--- src/rtl/ysyx_22050243_mem_arb_pkg.sv ---
// ----------------------------------------------------------------------------
// ysyx_22050243_mem_arb_pkg
// Shared types and default widths for the IFU/LSU memory arbiter.
//   state_e : arbiter sequencer states (IDLE, REQ, WAIT, DONE)
//   owner_e : which requester owns the outstanding transaction
// ----------------------------------------------------------------------------
package ysyx_22050243_mem_arb_pkg;

    localparam int ADDR_W_DEF = 64;
    localparam int DATA_W_DEF = 64;
    localparam int INST_W_DEF = 32;

    typedef enum logic [1:0] {
        IDLE = 2'd0,
        REQ  = 2'd1,
        WAIT = 2'd2,
        DONE = 2'd3
    } state_e;

    typedef enum logic {
        OWN_I = 1'b0,
        OWN_D = 1'b1
    } owner_e;

endpackage

--- src/rtl/ysyx_22050243_arb_pick.sv ---
// ----------------------------------------------------------------------------
// ysyx_22050243_arb_pick
// Combinational two-way grant. A lone valid requester always wins; on a tie
// the priority input selects the winner.
//   i_valid_i   : IFU request valid
//   i_valid_d   : LSU request valid
//   i_prio_is_d : 1 = LSU wins a tie, 0 = IFU wins a tie
//   o_grant_i   : IFU granted
//   o_grant_d   : LSU granted
// ----------------------------------------------------------------------------
module ysyx_22050243_arb_pick
    import ysyx_22050243_mem_arb_pkg::*;
(
    input  logic i_valid_i,
    input  logic i_valid_d,
    input  logic i_prio_is_d,
    output logic o_grant_i,
    output logic o_grant_d
);

    assign o_grant_d = i_valid_d && (i_prio_is_d  || !i_valid_i);
    assign o_grant_i = i_valid_i && (!i_prio_is_d || !i_valid_d);

endmodule

--- src/rtl/ysyx_22050243_mem_arbiter.sv ---
// ----------------------------------------------------------------------------
// ysyx_22050243_mem_arbiter
// Arbitrates the IFU (instruction fetch) and LSU (load/store) onto a single
// memory port with exactly one transaction outstanding. A request is latched
// at its handshake, forwarded over the mem_req channel, and the memory
// response is held for the owning requester until it is accepted.
//
// Ports:
//   clk, rst_n                  clock, asynchronous active-low reset
//   ifu_req_*  / ifu_resp_*     IFU fetch request / 32-bit instruction reply
//   lsu_req_*  / lsu_resp_*     LSU load/store request / data reply (0 on store)
//   mem_req_*  / mem_resp_*     memory port request / one-cycle response pulse
//
// Build option:
//   MEM_ARB_RR_EN  defined   -> round-robin tie break (IFU wins the first tie)
//                  undefined -> fixed LSU-over-IFU priority
// ----------------------------------------------------------------------------
module ysyx_22050243_mem_arbiter
    import ysyx_22050243_mem_arb_pkg::*;
#(
    parameter int ADDR_W = ADDR_W_DEF,
    parameter int DATA_W = DATA_W_DEF,
    parameter int INST_W = INST_W_DEF,
    parameter int MASK_W = DATA_W / 8
) (
    input  logic              clk,
    input  logic              rst_n,

    input  logic              ifu_req_valid,
    output logic              ifu_req_ready,
    input  logic [ADDR_W-1:0] ifu_req_addr,
    output logic              ifu_resp_valid,
    input  logic              ifu_resp_ready,
    output logic [INST_W-1:0] ifu_resp_inst,

    input  logic              lsu_req_valid,
    output logic              lsu_req_ready,
    input  logic              lsu_req_wen,
    input  logic [ADDR_W-1:0] lsu_req_addr,
    input  logic [DATA_W-1:0] lsu_req_wdata,
    input  logic [MASK_W-1:0] lsu_req_wmask,
    output logic              lsu_resp_valid,
    input  logic              lsu_resp_ready,
    output logic [DATA_W-1:0] lsu_resp_rdata,

    output logic              mem_req_valid,
    input  logic              mem_req_ready,
    output logic              mem_req_wen,
    output logic [ADDR_W-1:0] mem_req_addr,
    output logic [DATA_W-1:0] mem_req_wdata,
    output logic [MASK_W-1:0] mem_req_wmask,
    input  logic              mem_resp_valid,
    input  logic [DATA_W-1:0] mem_resp_rdata
);

    state_e            r_state;
    state_e            w_state_nxt;
    owner_e            r_owner;
    logic              r_wen;
    logic [ADDR_W-1:0] r_addr;
    logic [DATA_W-1:0] r_wdata;
    logic [MASK_W-1:0] r_wmask;
    logic [DATA_W-1:0] r_rdata;

    logic              w_prio_is_d;
    logic              w_grant_i;
    logic              w_grant_d;
    logic              w_accept;
    logic              w_capture;

    ysyx_22050243_arb_pick u_pick (
        .i_valid_i   (ifu_req_valid),
        .i_valid_d   (lsu_req_valid),
        .i_prio_is_d (w_prio_is_d),
        .o_grant_i   (w_grant_i),
        .o_grant_d   (w_grant_d)
    );

`ifdef MEM_ARB_RR_EN
    // Remembers the last granted owner; the other requester wins the next tie.
    owner_e r_last_owner;

    always_ff @(posedge clk or negedge rst_n) begin
        if (!rst_n) begin
            r_last_owner <= OWN_D;
        end else if (w_accept) begin
            r_last_owner <= w_grant_d ? OWN_D : OWN_I;
        end
    end

    assign w_prio_is_d = (r_last_owner == OWN_I);
`else
    assign w_prio_is_d = 1'b1;
`endif

    // NOTE: every signal driven here gets a default first, so no path through
    // the case statement can leave one unassigned and infer a latch.
    always_comb begin
        w_state_nxt    = r_state;
        w_accept       = 1'b0;
        w_capture      = 1'b0;
        ifu_req_ready  = 1'b0;
        lsu_req_ready  = 1'b0;
        mem_req_valid  = 1'b0;
        ifu_resp_valid = 1'b0;
        lsu_resp_valid = 1'b0;

        case (r_state)
            IDLE: begin
                // Readies are qualified by rst_n so nothing is offered while
                // reset is held, even if a requester already drives valid.
                ifu_req_ready = w_grant_i && rst_n;
                lsu_req_ready = w_grant_d && rst_n;
                if (w_grant_i || w_grant_d) begin
                    w_accept    = 1'b1;
                    w_state_nxt = REQ;
                end
            end
            REQ: begin
                mem_req_valid = 1'b1;
                if (mem_req_ready) begin
                    // A response in the handshake cycle skips WAIT entirely.
                    if (mem_resp_valid) begin
                        w_capture   = 1'b1;
                        w_state_nxt = DONE;
                    end else begin
                        w_state_nxt = WAIT;
                    end
                end
            end
            WAIT: begin
                if (mem_resp_valid) begin
                    w_capture   = 1'b1;
                    w_state_nxt = DONE;
                end
            end
            DONE: begin
                ifu_resp_valid = (r_owner == OWN_I);
                lsu_resp_valid = (r_owner == OWN_D);
                if ((r_owner == OWN_I) ? ifu_resp_ready : lsu_resp_ready) begin
                    w_state_nxt = IDLE;
                end
            end
            default: w_state_nxt = IDLE;
        endcase
    end

    // NOTE: state is updated with non-blocking assignments so every register
    // samples the pre-edge values, independent of statement order.
    always_ff @(posedge clk or negedge rst_n) begin
        if (!rst_n) begin
            r_state <= IDLE;
            r_owner <= OWN_I;
            r_wen   <= 1'b0;
            r_addr  <= '0;
            r_wdata <= '0;
            r_wmask <= '0;
            r_rdata <= '0;
        end else begin
            r_state <= w_state_nxt;
            if (w_accept) begin
                if (w_grant_d) begin
                    r_owner <= OWN_D;
                    r_wen   <= lsu_req_wen;
                    r_addr  <= lsu_req_addr;
                    // Write payload is zeroed for loads so reads carry no mask.
                    r_wdata <= lsu_req_wen ? lsu_req_wdata : '0;
                    r_wmask <= lsu_req_wen ? lsu_req_wmask : '0;
                end else begin
                    r_owner <= OWN_I;
                    r_wen   <= 1'b0;
                    r_addr  <= ifu_req_addr;
                    r_wdata <= '0;
                    r_wmask <= '0;
                end
            end
            if (w_capture) begin
                r_rdata <= r_wen ? '0 : mem_resp_rdata;
            end
        end
    end

    assign mem_req_wen    = r_wen;
    assign mem_req_addr   = r_addr;
    assign mem_req_wdata  = r_wdata;
    assign mem_req_wmask  = r_wmask;
    assign lsu_resp_rdata = r_rdata;
    // Address bit 2 picks the upper or lower instruction of the 64-bit word.
    assign ifu_resp_inst  = r_addr[2] ? r_rdata[2*INST_W-1:INST_W]
                                      : r_rdata[INST_W-1:0];

endmodule

--- config.mk ---
export PLATFORM = sky130hd
export DESIGN_NAME = ysyx_22050243_mem_arbiter
export DESIGN_NICKNAME = d
export VERILOG_FILES = /design/src/rtl/ysyx_22050243_mem_arb_pkg.sv /design/src/rtl/ysyx_22050243_arb_pick.sv /design/src/rtl/ysyx_22050243_mem_arbiter.sv
export SDC_FILE = /design/constraint.sdc
export NUM_CORES = 1
export LEC_CHECK = 0
export CAP_MARGIN = 25
export CORE_AREA = 2 2 201 203
export CTS_CLUSTER_DIAMETER = 60
export CTS_CLUSTER_SIZE = 16
export DETAILED_ROUTE_END_ITERATION = 7
export DIE_AREA = 0 0 203 205
export SYNTH_ARGS = -nofsm -noshare
export SYNTH_HDL_FRONTEND = slang
export SYNTH_SLANG_ARGS = --single-unit
--- constraint.sdc ---
create_clock -name clk -period 3.9 [get_ports clk]
set_input_delay 0.78 -clock clk [delete_from_list [all_inputs] [get_ports clk]]
set_output_delay 0.78 -clock clk [all_outputs]
set_load 0.01 [all_outputs]
==> results.md <==
* Cts bufs inserted at 22
* Switching part of the total power at a little over a third
* Cts hold-fix bufs at 0
* Kind of start point of the critical path: register
* Clock Power Share at about a fifth
* Yosys warns at 0
* Gate power share at roughly half
* GPL Wtd Cong at slightly above 0.8
* Max clock buf depth at 3
* Total die area at around 42000 um2
* Sinks on Clock Net at roughly 200
* Synth Cell Area at ~9000 um2
* Status: complete, no violations
* Clk_lat worst skew at between 0.5 and 0.6 ns
* Antenna Nets Post-Route at 0
* Ant. Diodes at 0
* Max Cap Viol at 0
* Vias at 8090
* Leading area contributor after synthesis: dfrtp_1
* CTS root buffer: clkbuf_16
* Required time worst endpoint at between 3 and 4 ns
* H-tree Lvls at 1
* Total Nets Final at around 1600
* Vias/cell at about 4.5
* Internal power at roughly 0.0074 W
* Power Density at 755 nW/um2
* Reg2reg path depth at 5
* Fmax at between 0.3 and 0.4 GHz
* Slew headroom at between 40% and 50%
* Final Max Tran Viols at 0
* Number of I/O pins at 511
* CORE AREA at 39400 um2
* Seq. cell area at around 5100 um2
* Cells after Synth at 797
* Die Wd at 203 um
* Crit end category: primary output
* Initial Util at between 20% and 30%
* Pin count of the biggest net entering global routing at approximately 130
* Top post-synthesis cells by area: dfrtp_1 (56%), mux2i_1 (7.3%), a22o_1 (7.0%), o41ai_1 (6.2%), mux2_2 (4.0%)
* Vias in the first global route at ~8200
* Reg2reg end: mem_req_wdata[18]$_DFFE_PN0P_
* R2r setup slk at between 1.5 and 2 ns
* Area of the multi-input gates at 3340 um2
* Min Tclk post-route at approximately 3.0 ns
* Fin. Hold Viols at 0
* Global-route wire length before repair at 48.7 mm
* 1st-iter DRT viols at 277
* CP max FO at 7
* Layout cells sized above 1 at 7.99%
* Leak Pwr at approximately 6.7 nW
* Clock skew at about 0.009 ns
* Syn_nets at 1075
* Synth top area share at a little under three fifths
* Min-Delay Path Class: input pin to asynchronous set/reset pin
* Post-CTS Resized at 0
* I/O Buffers at between 500 and 600
* GRT Resource Usage Total at between 10 and 15%
* Final setup violation count at 0
* Area growth syn-to-layout at 70.5%
* Syn avg cell area at about 11 um2
* WL per Instance at between 15 and 20 um
* Fill count at approximately 3900
* Sequential share of the synthesized area at about 56%
* First drt pass iteration count at 4
* Post-DP HPWL at 24.2 mm
* Sequential share of power at a little under a third
* NetSw at roughly 0.0042 W
* CTS tree: done
* Routed wire length at between 30 and 40 mm
* Number of library cell types mapped by synthesis at 28
* FP Rows at 73
* Die Y-Extent at a little over 200 um
* Yosys reg bits at ~200
* Remaining Overflow, GRT at 0
* Fin util at between 30% and 40%
* DRC errors left at 0
* Post-CTS setup buffer count at 0
* Reg2reg start: r_state[0]$_DFFE_PN0P_
* Final worst path period share at 78.0%
* RSZ-0062 raised after global routing: false
* Post-Route Setup TNS at 0 ns
* Setup CP Type: register to primary output
* Antenna violations before repair at 0
* Reg clk slew, reported paths at roughly 0.06 ns
* CP Data Arrival Time at ~2.3 ns
* Worst-margin pin slew at 0.890 ns
* Peak supply drop at 325 uV
-- logic make-up (layout without fill, tap and decap cells) --
group	count (synthesis)	in the layout	synth area share, %
compound gates	269	269	20.8
flops	204	204	56.4
buf+inv	143	635	7.09
mux	99	99	11.4
simple gates	77	77	3.56
fa+ha+maj	5	5	0.691
-- power by group through the flow --
| stage | Combinational (W) | Clock, W | Sequential, W |
|---|---|---|---|
| 2_1_floorplan | 0.00226 | 0 | 0.00399 |
| 5_1_grt | 0.00618 | 0.00242 | 0.00380 |
| 4_1_cts | 0.00580 | 0.00234 | 0.00368 |
| 3_3_place_gp | 0.00572 | 0 | 0.00368 |
| 3_5_place_dp | 0.00579 | 0 | 0.00370 |
| 6_report | 0.00572 | 0.00226 | 0.00368 |
-- flip-flops by register name, summed over array words and instances (netlist names) --
| register | cells |
|---|---|
| lsu_resp_rdata | 64 |
| r_owner | 1 |
| r_state | 2 |
| mem_req_wmask | 8 |
| mem_req_wdata | 64 |
| mem_req_wen | 1 |
| mem_req_addr | 64 |
-- Yosys cell counts --
library cell,number
mux2i_1,66
nor2b_1,1
ha_1,5
inv_1,66
o21ai_1,64
nor3b_1,1
and3_1,3
o21ai_0,64
buf_6,4
a211oi_1,1
and2_2,1
nor2b_2,1
a21oi_1,1
a22o_1,72
mux2_4,1
a21o_1,1
clkbuf_1,32
o41ai_1,64
and2b_2,1
buf_2,27
mux2_2,32
o21ai_2,1
buf_1,3
a2111oi_4,1
dfrtp_1,204
nand2_1,68
and4b_1,1
buf_4,11
-- worst max-delay path: stages, from the launching register on --
cell and delay [ns]:
dfrtp_1 0.43, inv_1 0.14, ha_1 0.39, and4b_1 0.25, clkdlybuf4s50_1 0.54
-- per-stage QoR --
step	power, W	setup slack (ns)	instance area [um2]	hold WS [ns]	cells
2_1_floorplan	0.00625	1.54	9060	0.484	797
3_3_place_gp	0.00940	1.04	14700	0.466	1775
3_5_place_dp	0.00949	1.07	14700	0.474	1775
4_1_cts	0.0118	0.837	15400	0.415	1814
5_1_grt	0.0124	0.767	15400	0.426	1814
6_report	0.0116	0.858	15400	0.395	1814
-- worst max path at each step --
stage          slack, ns            end  depth (start not counted)              startpoint
2_1_floorplan       1.54  ifu_req_ready                          4           lsu_req_valid
5_1_grt             0.77  ifu_req_ready                          4  r_state[0]$_DFFE_PN0P_
3_5_place_dp        1.07  ifu_req_ready                          3           ifu_req_valid
6_report            0.86  ifu_req_ready                          4  r_state[0]$_DFFE_PN0P_
3_3_place_gp        1.04  ifu_req_ready                          3           ifu_req_valid
4_1_cts             0.84  ifu_req_ready                          4  r_state[0]$_DFFE_PN0P_
-- area by class of cell --
type | count | share of cell area [%]
multi-input cells | 450 | 21.6
repair buffers | 530 | 34.4
clock buffers | 23 | 3.73
clock inverters | 16 | 1.35
inverters | 66 | 1.60
flip-flops and latches | 204 | 33.1
well taps | 525 | 4.26
-- cell usage in the layout (no fill, tap or decap), drive strengths merged, types with 2 or more instances in the layout --
cell type,n
clkdlybuf4s50,508
mux2,33
o21ai,129
bufinv,3
nand2,68
mux2i,66
clkbuf,24
inv,71
buf,21
nor2b,2
clkinv,3
and3,3
dfrtp,204
a22o,72
o41ai,64
clkinvlp,5
ha,5
-- routing by layer --
layer / part of all wire (%) / track usage (%)
met2: 48 / 25.1
met3: 9.4 / 4.69
met5: 0 / 0
met4: 2.2 / 4.46
met1: 41 / 18.3
Note: power is estimated with default switching activity, not from simulation.
